==> src/rtl/m_spi_master_if.sv <==
// ---------------------------------------------------------------------------
// m_spi_master_if
// Register-access bus between the SPI control sequencer and m_spi_master.
//   I_TX_EN / I_WADDR / I_WDATA : one-cycle register write strobe, address, data
//   I_RX_EN / I_RADDR           : one-cycle register read strobe, address
//   O_RDATA                     : registered read data, held until next read
// Modports: master = sequencer side, slave = SPI engine side.
// ---------------------------------------------------------------------------
interface m_spi_master_if #(
    parameter int DATA_WIDTH = 8
);
    logic                  I_TX_EN;
    logic [2:0]            I_WADDR;
    logic [DATA_WIDTH-1:0] I_WDATA;
    logic                  I_RX_EN;
    logic [2:0]            I_RADDR;
    logic [DATA_WIDTH-1:0] O_RDATA;

    modport master (
        output I_TX_EN, I_WADDR, I_WDATA, I_RX_EN, I_RADDR,
        input  O_RDATA
    );

    modport slave (
        input  I_TX_EN, I_WADDR, I_WDATA, I_RX_EN, I_RADDR,
        output O_RDATA
    );
endinterface

==> src/rtl/m_spi_master.sv <==
// ---------------------------------------------------------------------------
// m_spi_master
// SPI mode-0 master engine with a small register file.
//   I_CLK, I_RST : system clock, asynchronous active-high reset
//   bus          : register write/read bus (m_spi_master_if.slave)
//   O_SCLK       : SPI clock, idle low
//   O_MOSI       : serial data out
//   I_MISO       : serial data in
//   O_SS_N       : active-low slave selects, ~(EN & SSMASK[i]), registered
// Registers: 0 RXDATA (ro), 1 TXDATA (wo), 2 STATUS, 3 CONTROL, 4 SSMASK.
// ---------------------------------------------------------------------------
module m_spi_master #(
    parameter int DATA_WIDTH = 8,
    parameter int SS_WIDTH   = 1
) (
    input  logic                I_CLK,
    input  logic                I_RST,
    m_spi_master_if.slave       bus,
    output logic                O_SCLK,
    output logic                O_MOSI,
    input  logic                I_MISO,
    output logic [SS_WIDTH-1:0] O_SS_N
);
    localparam int HCW = $clog2(2 * DATA_WIDTH + 1);

    typedef enum logic [1:0] {
        ST_IDLE,
        ST_SHIFT,
        ST_DONE
    } state_t;

    state_t state_q, state_nxt;

    logic [DATA_WIDTH-1:0] ctrl_q, ssmask_q, hold_q, rxdata_q;
    logic [DATA_WIDTH-1:0] tx_sh_q, rx_sh_q, rdata_q, rd_mux, status_w;
    logic [DATA_WIDTH-1:0] tx_shifted;
    logic                  hold_full_q, rxrdy_q, roe_q, msbf_q;
    logic                  sclk_q, mosi_q, tx_next_bit;
    logic [1:0]            div_q, div_cnt_q;
    logic [HCW-1:0]        half_cnt_q;
    logic [SS_WIDTH-1:0]   ss_n_q;

    logic en_nxt, half_end, last_half, rd_rxdata;
    logic do_load, do_done, do_abort;

    assign O_SCLK      = sclk_q;
    assign O_MOSI      = mosi_q;
    assign O_SS_N      = ss_n_q;
    assign bus.O_RDATA = rdata_q;

    // EN as it will be after this edge, so a CONTROL write clearing EN
    // aborts the shifter on the very edge it lands.
    assign en_nxt    = (bus.I_TX_EN && (bus.I_WADDR == 3'd3)) ? bus.I_WDATA[7] : ctrl_q[7];
    assign half_end  = (div_cnt_q == div_q);
    assign last_half = half_end && (half_cnt_q == HCW'(2 * DATA_WIDTH - 1));
    assign rd_rxdata = bus.I_RX_EN && (bus.I_RADDR == 3'd0);

    assign tx_shifted  = msbf_q ? {tx_sh_q[DATA_WIDTH-2:0], 1'b0} : {1'b0, tx_sh_q[DATA_WIDTH-1:1]};
    assign tx_next_bit = msbf_q ? tx_sh_q[DATA_WIDTH-2] : tx_sh_q[1];

    always_comb begin
        status_w    = '0;
        status_w[6] = rxrdy_q;
        status_w[5] = (state_q == ST_IDLE);
        status_w[4] = ~hold_full_q;
        status_w[3] = roe_q;
    end

    always_comb begin
        rd_mux = '0;
        case (bus.I_RADDR)
            3'd0:    rd_mux = rxdata_q;
            3'd2:    rd_mux = status_w;
            3'd3:    rd_mux = ctrl_q;
            3'd4:    rd_mux = ssmask_q;
            default: rd_mux = '0;
        endcase
    end

    // Shifter FSM: state register
    always_ff @(posedge I_CLK or posedge I_RST) begin
        if (I_RST) begin
            state_q <= ST_IDLE;
        end else begin
            state_q <= state_nxt;
        end
    end

    // Shifter FSM: next state and datapath controls
    always_comb begin
        state_nxt = state_q;
        do_load   = 1'b0;
        do_done   = 1'b0;
        do_abort  = 1'b0;
        if (!en_nxt) begin
            do_abort  = 1'b1;
            state_nxt = ST_IDLE;
        end else begin
            case (state_q)
                ST_IDLE: begin
                    if (hold_full_q) begin
                        do_load   = 1'b1;
                        state_nxt = ST_SHIFT;
                    end
                end
                ST_SHIFT: begin
                    if (last_half) begin
                        state_nxt = ST_DONE;
                    end
                end
                ST_DONE: begin
                    do_done = 1'b1;
                    if (hold_full_q) begin
                        do_load   = 1'b1;
                        state_nxt = ST_SHIFT;
                    end else begin
                        state_nxt = ST_IDLE;
                    end
                end
                default: state_nxt = ST_IDLE;
            endcase
        end
    end

    // Register file, shifter datapath and outputs
    always_ff @(posedge I_CLK or posedge I_RST) begin
        if (I_RST) begin
            ctrl_q      <= '0;
            ssmask_q    <= '0;
            hold_q      <= '0;
            rxdata_q    <= '0;
            tx_sh_q     <= '0;
            rx_sh_q     <= '0;
            rdata_q     <= '0;
            hold_full_q <= 1'b0;
            rxrdy_q     <= 1'b0;
            roe_q       <= 1'b0;
            msbf_q      <= 1'b0;
            sclk_q      <= 1'b0;
            mosi_q      <= 1'b0;
            div_q       <= '0;
            div_cnt_q   <= '0;
            half_cnt_q  <= '0;
            ss_n_q      <= '1;
        end else begin
            ss_n_q <= ~({SS_WIDTH{ctrl_q[7]}} & ssmask_q[SS_WIDTH-1:0]);

            if (bus.I_TX_EN) begin
                case (bus.I_WADDR)
                    3'd1: begin
                        if (ctrl_q[7] && !hold_full_q) begin
                            hold_q      <= bus.I_WDATA;
                            hold_full_q <= 1'b1;
                        end
                    end
                    3'd2:    roe_q    <= 1'b0;
                    3'd3:    ctrl_q   <= bus.I_WDATA;
                    3'd4:    ssmask_q <= bus.I_WDATA;
                    default: ;
                endcase
            end

            if (bus.I_RX_EN) begin
                rdata_q <= rd_mux;
                if (rd_rxdata) begin
                    rxrdy_q <= 1'b0;
                end
            end

            if (do_abort) begin
                sclk_q      <= 1'b0;
                mosi_q      <= 1'b0;
                hold_full_q <= 1'b0;
            end else if (state_q == ST_SHIFT) begin
                if (half_end) begin
                    // DIV is re-latched only here so a change applies from the next half-period.
                    div_cnt_q  <= '0;
                    div_q      <= ctrl_q[1:0];
                    half_cnt_q <= half_cnt_q + 1'b1;
                    sclk_q     <= ~sclk_q;
                    if (!sclk_q) begin
                        rx_sh_q <= msbf_q ? {rx_sh_q[DATA_WIDTH-2:0], I_MISO}
                                          : {I_MISO, rx_sh_q[DATA_WIDTH-1:1]};
                    end else begin
                        tx_sh_q <= tx_shifted;
                        mosi_q  <= tx_next_bit;
                    end
                end else begin
                    div_cnt_q <= div_cnt_q + 1'b1;
                end
            end

            if (do_done) begin
                rxdata_q <= rx_sh_q;
                rxrdy_q  <= 1'b1;
                if (rxrdy_q && !rd_rxdata) begin
                    roe_q <= 1'b1;
                end
                mosi_q <= 1'b0;
            end

            if (do_load) begin
                tx_sh_q     <= hold_q;
                msbf_q      <= ctrl_q[3];
                mosi_q      <= ctrl_q[3] ? hold_q[DATA_WIDTH-1] : hold_q[0];
                div_q       <= ctrl_q[1:0];
                div_cnt_q   <= '0;
                half_cnt_q  <= '0;
                sclk_q      <= 1'b0;
                hold_full_q <= 1'b0;
            end
        end
    end
endmodule
==> src/flat_wrapper.sv <==
// flat-port wrapper written by rule: the top's interface ports become plain ports
module m_spi_master_flat 
#(
    parameter int DATA_WIDTH = 8,
    parameter int SS_WIDTH   = 1
)
  (I_CLK, I_RST, O_SCLK, O_MOSI, I_MISO, O_SS_N, bus_I_TX_EN, bus_I_WADDR, bus_I_WDATA, bus_I_RX_EN, bus_I_RADDR, bus_O_RDATA);
  m_spi_master_if #(.DATA_WIDTH(DATA_WIDTH)) bus_i ();
  input  logic I_CLK;
  input  logic I_RST;
  output logic O_SCLK;
  output logic O_MOSI;
  input  logic I_MISO;
  output logic [SS_WIDTH-1:0] O_SS_N;
  input wire logic [$bits(bus_i.I_TX_EN)-1:0] bus_I_TX_EN;
  input wire logic [$bits(bus_i.I_WADDR)-1:0] bus_I_WADDR;
  input wire logic [$bits(bus_i.I_WDATA)-1:0] bus_I_WDATA;
  input wire logic [$bits(bus_i.I_RX_EN)-1:0] bus_I_RX_EN;
  input wire logic [$bits(bus_i.I_RADDR)-1:0] bus_I_RADDR;
  output wire logic [$bits(bus_i.O_RDATA)-1:0] bus_O_RDATA;
  assign bus_i.I_TX_EN = bus_I_TX_EN;
  assign bus_i.I_WADDR = bus_I_WADDR;
  assign bus_i.I_WDATA = bus_I_WDATA;
  assign bus_i.I_RX_EN = bus_I_RX_EN;
  assign bus_i.I_RADDR = bus_I_RADDR;
  assign bus_O_RDATA = bus_i.O_RDATA;
  m_spi_master #(.DATA_WIDTH(DATA_WIDTH), .SS_WIDTH(SS_WIDTH)) u_core (.I_CLK(I_CLK), .I_RST(I_RST), .bus(bus_i), .O_SCLK(O_SCLK), .O_MOSI(O_MOSI), .I_MISO(I_MISO), .O_SS_N(O_SS_N));
endmodule
==> config.mk <==
export PLATFORM = sky130hd
export DESIGN_NAME = m_spi_master_flat
export DESIGN_NICKNAME = d
export VERILOG_FILES = /design/src/rtl/m_spi_master_if.sv /design/src/rtl/m_spi_master.sv /design/src/flat_wrapper.sv
export SDC_FILE = /design/constraint.sdc
export NUM_CORES = 1
export LEC_CHECK = 0
export CORE_UTILIZATION = 52
export DETAILED_ROUTE_END_ITERATION = 16
export PLACE_DENSITY_LB_ADDON = 0.25
export SLEW_MARGIN = 15
export SYNTH_ARGS = -nofsm -noshare
export SYNTH_HDL_FRONTEND = slang
export SYNTH_SLANG_ARGS = --single-unit
==> constraint.sdc <==
create_clock -name I_CLK -period 2.1 [get_ports I_CLK]
set_input_delay 0.21 -clock I_CLK [delete_from_list [all_inputs] [get_ports I_CLK]]
set_output_delay 0.21 -clock I_CLK [all_outputs]
set_load 0.03 [all_outputs]
=== Word-level counts from Yosys, hierarchy flattened ===
Cells that the tools add are included.

* $add $sub $neg: 2
* Equality and inequality tests: 21
* Muxes and demuxes: 55
* Bitwise operators: 4
* Reduce and logical (&&, ||, !) cells: 28

{| class="wikitable"
|+ Operators with widths
! operator !! number
|-
| $mux W8 || 7
|-
| $pmux W8 S4 || 1
|-
| $mux W1 || 31
|-
| $mux W2 || 11
|-
| $ne A3 B3 Y1 const B || 7
|-
| $mux W5 || 4
|-
| $eq A3 B2 Y1 const B || 4
|-
| $reduce_and A2 Y1 || 6
|-
| $reduce_and A3 Y1 || 4
|-
| $reduce_bool A2 Y1 || 6
|-
| $ne A4 B4 Y1 const B || 2
|-
| $reduce_and A4 Y1 || 2
|-
| $eq A3 B3 Y1 const B || 2
|-
| $pmux W2 S3 || 1
|-
| $add A5 B1 Y5 const B || 1
|-
| $eq A5 B4 Y1 const B || 1
|-
| $logic_and A1 B1 Y1 || 5
|-
| $ne A4 B3 Y1 const B || 1
|-
| $eq A3 B1 Y1 const B || 1
|-
| $logic_not A3 Y1 || 1
|-
| $not A1 Y1 || 3
|-
| $add A2 B1 Y2 const B || 1
|-
| $eq A2 B1 Y1 const B || 1
|-
| $eq A2 B2 Y1 || 1
|-
| other kinds (5) || 6
|}

* Register bits after elaboration: 74
* Input port bits: 19
* Output and inout bits: 11
* Logic and storage cells: 128

=== Longest topological paths before layout ===
* Word-level depth: 7
* Gate-level depth with buffers: 6
* Mapped depth without buffers: 6

=== Worst setup path after synthesis ===
OpenSTA, ideal clock, no wires.

* Path type: register to register
* Start: register u_core.div_cnt_q[0]
* End: register u_core.rx_sh_q[0]
* Setup time: 125 ps
* Arrival: 1594 ps
* Required time: 1975 ps
* Slack: 381 ps
* Cell stages (with the launch flop): 6
* Path buffers: 1
* Period minus slack after synthesis: 1719 ps
* Cells stage by stage: dfrtp_1 -> xnor2_2 -> nand3_2 -> or3_1 -> buf_6 -> mux2_4

* Cells in the longest elaborated chain, start to end: 2

{| class="wikitable"
|+ RTL lines
! element !! line !! text
|-
| start: declaration || m_spi_master.sv:39 || <nowiki>logic [1:0] div_q, div_cnt_q;</nowiki>
|-
| start signal: assignment || m_spi_master.sv:189 || <nowiki>div_cnt_q <= div_cnt_q + 1'b1;</nowiki>
|-
| $eq A2 B2 Y1 || m_spi_master.sv:54 || <nowiki>assign half_end = (div_cnt_q == div_q);</nowiki>
|-
| $reduce_and A4 Y1 (no line) || - ||
|-
| end signal: assignment || m_spi_master.sv:182 || <nowiki>rx_sh_q <= msbf_q ? {rx_sh_q[DATA_WIDTH-2:0], I_MISO}</nowiki>
|-
| end: declaration || m_spi_master.sv:35 || <nowiki>logic [DATA_WIDTH-1:0] tx_sh_q, rx_sh_q, rdata_q, rd_mux, status_w;</nowiki>
|}

Every way passes these cells.
A chain may end at the register's enable or synchronous reset.

=== Worst setup path after layout ===
* Start: register u_core.div_cnt_q[0]
* End: register u_core.rx_sh_q[2]

Same word-level chain as after synthesis.

==> results by group <==
Place
  • Cells after DPL: around 400
  • PortBufs: 29
  • GP Congestion: 0.7632
  • Place WS: -0.01528 ns
  • Placed cell area: 4030 µm²
  • Detailed Place HPWL: 5033 µm

Timing
  • Slew at the pin with the worst max-slew slack: a little over 0.7 ns
  • Slew margin rel.: 52.25%
  • Max-slew violations: 0
  • Final Skew: 0.01049 ns
  • Tcrit/Tclk final: 87.61%
  • RSZ-0062 raised after global routing: no
  • Tmin final: 1.840 ns
  • # setup viols final: 0
  • Final worst slack: between 0.2 and 0.3 ns
  • Fin. Hold Viols: 0
  • Fmax: 543.5 MHz

Global routing
  • Initial antenna violation count: 0
  • Global-route wire length before repair: 11,990 µm
  • Remaining Overflow, GRT: 0
  • Number of global-route vias before repair: 2,379
  • Largest net degree at the start of global routing: 75
  • Total track usage: ~22%

Status
  • Status: finished with violations
  • Failing checks: DRC

Routing
  • Number of routed nets with antenna violations: 0
  • DR pass1 iterations: 10
  • DR iter-0 viols: 147
  • Via count: 2,367
  • DRT Wirelength: 7027 µm
  • Vias/cell: 5.717
  • DR WL/cell: 16.97 µm
  • DRC: 1

Final layout
  • Layout area overhead: 20.30%
  • Final nets: 353
  • Most frequent cells in the layout: dfrtp_1, mux2_2, clkdlybuf4s50_1
  • Antenna cell count: 0
  • Share of cells above drive strength 1: between 30% and 40%
  • Layout Utilization: 65.77%
  • Post-route insts no fill: 414
  • Commonest non-fill, non-tap cell in the layout: dfrtp_1
  • Fin area: 4248 µm²

Setup path
  • WS Path Type: reg2reg
  • Crit. End Element: flop
  • Data required, critical path: 2.33 ns
  • CP max stage delay: 0.45 ns
  • Crit-path cells: xnor2_2 -> nand3_2 -> or3_1 -> buf_4 -> mux2_4
  • CP arrival: 2.07 ns
  • Worst path buffer plus inverter count: 1
  • Slowest CP cell: dfrtp_1
  • Crit path max fanout: 8
  • CP top delay family: simple AND/OR/NAND/NOR gates
  • Type of origin of the critical path: flop

Pwr
  • Sw Pwr: 0.9550 mW
  • P_leak: slightly below 2 nW
  • Worst VDD drop: 0.5103 mV
  • Cell Pwr Density: 836.1 nW/µm²
  • Combinational fraction of design power: 16.7%
  • Sw Share: 26.89%
  • Clock share of power: between 30% and 40%
  • Power Internal: around 2.6 mW
  • Sequential Power Share: 49.2%

Synth
  • Synth Register Bits: between 70 and 80
  • Yosys top cell by area: dfrtp_1
  • Synth Warn #: 0
  • Seq/Total Area, Yosys: 52.48%
  • Cell area after synthesis: 3531 µm²
  • Synth Instances: between 200 and 300
  • Syn_nets: 308
  • Top cells by area, synth: dfrtp_1, mux2_2, mux2i_1, mux2_4, nand2_1
  • Netlist cell types: 44
  • Post-Synthesis Mean Instance Area: 12.30 µm²
  • Synth top area share: 51.74%

Clock network
  • Sink Count: 74
  • Clk slew on worst S/H paths: 0.08 ns
  • CTS tree: done
  • CTS Buf Count: 9
  • Clk Tree Root Cell: clkbuf_8
  • Clk buf depth: 2
  • CTS H-tree depth: 3
  • Cts repair resizes: 0
  • Post-CTS Hold Buffers: 0
  • Post-CTS Setup Repair Bufs: 0
  • Latest clock arrival within the worst-skew pair: 0.35 ns

Floorplanning
  • Core ar.: 6459 µm²
  • Initial Utilization: 54.67%
  • Die footprint: 7123 µm²
  • Row count: 29
  • Horiz. Die Dim: 84.40 µm
  • I/O Pins: 30
  • Die Y: 84.40 µm

Worst hold path
  • Worst Hold Class: in2async

Run
  • Max-Cap Viols: 0
## per-layer routing
metal  share of wire (%)  GRT usage, %  wire length, µm  vias to the layer above
li1                    -             -                -                     1129
met1                  49         31.37             3445                     1187
met2                  46         33.38             3237                       39
met3                 3.0         3.933              212                       12
met4                 1.9         10.48              131                        0
met5                   0             0                0                        -
## cells by family after synthesis
group	Yosys count	share of synthesized area, %
AO/OA/AOI/OAI	46	8.647
flip-flops	74	52.48
AND/OR/NAND/NOR	59	8.930
adder cells (fa/ha/maj)	2	0.7086
XOR/XNOR	3	1.169
multiplexers	76	24.73
buffers and inverters	27	3.330
## layout make-up
cell class	count	area, µm²
flip-flops and latches	74	1853
multi-input cells	186	1560
clock inverters	7	93.84
repair buffers	45	460.4
inverters	16	60.06
fillers	488	2211
well taps	77	96.34
clock buffers	9	123.9
## power groups by stage
stage / clock network, mW / registers (mW) / logic, mW
2_1_floorplan: 0 / 1.75 / 0.394
3_3_place_gp: 0 / 1.77 / 0.580
3_5_place_dp: 0 / 1.78 / 0.594
4_1_cts: 1.23 / 1.75 / 0.599
5_1_grt: 1.31 / 1.77 / 0.659
6_report: 1.21 / 1.75 / 0.593
## registers in the layout (all words and copies together) (netlist names), 2 cells and up
register	flops
u_core.half_cnt_q	5
u_core.rx_sh_q	8
u_core.div_q	2
u_core.bus.O_RDATA	8
u_core.ssmask_q	8
u_core.div_cnt_q	2
u_core.ctrl_q	8
u_core.tx_sh_q	8
u_core.hold_q	8
u_core.rxdata_q	8
u_core.state_q	2
## tightest hold or removal path: stages
cell             delay [ns]
clkdlybuf4s50_1        0.41
inv_2                  0.07
buf_12                 0.32
## path summary, 6_finish.rpt
check / from / endpoint / slack, ns / depth (start not counted)
worst max-delay path: u_core.div_cnt_q[0]$_DFFE_PP0P_ / u_core.rx_sh_q[2]$_DFFE_PP0P_ / 0.26 / 5
worst min-delay path: I_RST / u_core.bus.O_RDATA[6]$_DFFE_PP0P_ / 0.24 / 3
worst max register to register: u_core.div_cnt_q[0]$_DFFE_PP0P_ / u_core.rx_sh_q[2]$_DFFE_PP0P_ / 0.26 / 5
worst min register to register: u_core.ssmask_q[0]$_DFFE_PP0P_ / u_core.O_SS_N$_DFF_PP1_ / 0.43 / 1
max in group asynchronous: I_RST / u_core.ssmask_q[3]$_DFFE_PP0P_ / 1.53 / 3
min in group I_CLK: u_core.ssmask_q[0]$_DFFE_PP0P_ / u_core.O_SS_N$_DFF_PP1_ / 0.43 / 1
## through the flow
step	TNS, ns	hold WS [ns]	total power, mW
floorplan	0	0.3593	2.146
global placement	0	0.4168	2.348
detailed placement	-0.08957	0.4270	2.370
CTS	0	0.2735	3.581
global route	0	0.2864	3.738
finish	0	0.2421	3.552
## cells in the mapped netlist, drive strengths merged
library cell and instances:
and3 2, o31a 1, o211ai 2, o22a 1
o32ai 2, o311ai 2, mux2 63, clkbuf 6
and2b 1, o21ai 13, nand2 19, a22oi 5
nor3 2, a21oi 9, a22o 1, nand2b 6
nor2 12, dfrtp 73, nand4 3, nand4b 1
or3 2, dfstp 1, mux2i 13, buf 5
nand3 5, a32o 1, o22ai 8, nor4bb 1
inv 16, nor2b 2, o311a 1, xnor2 3
ha 2, nand3b 2, or4 1
Note: power is estimated with default switching activity, not from simulation.
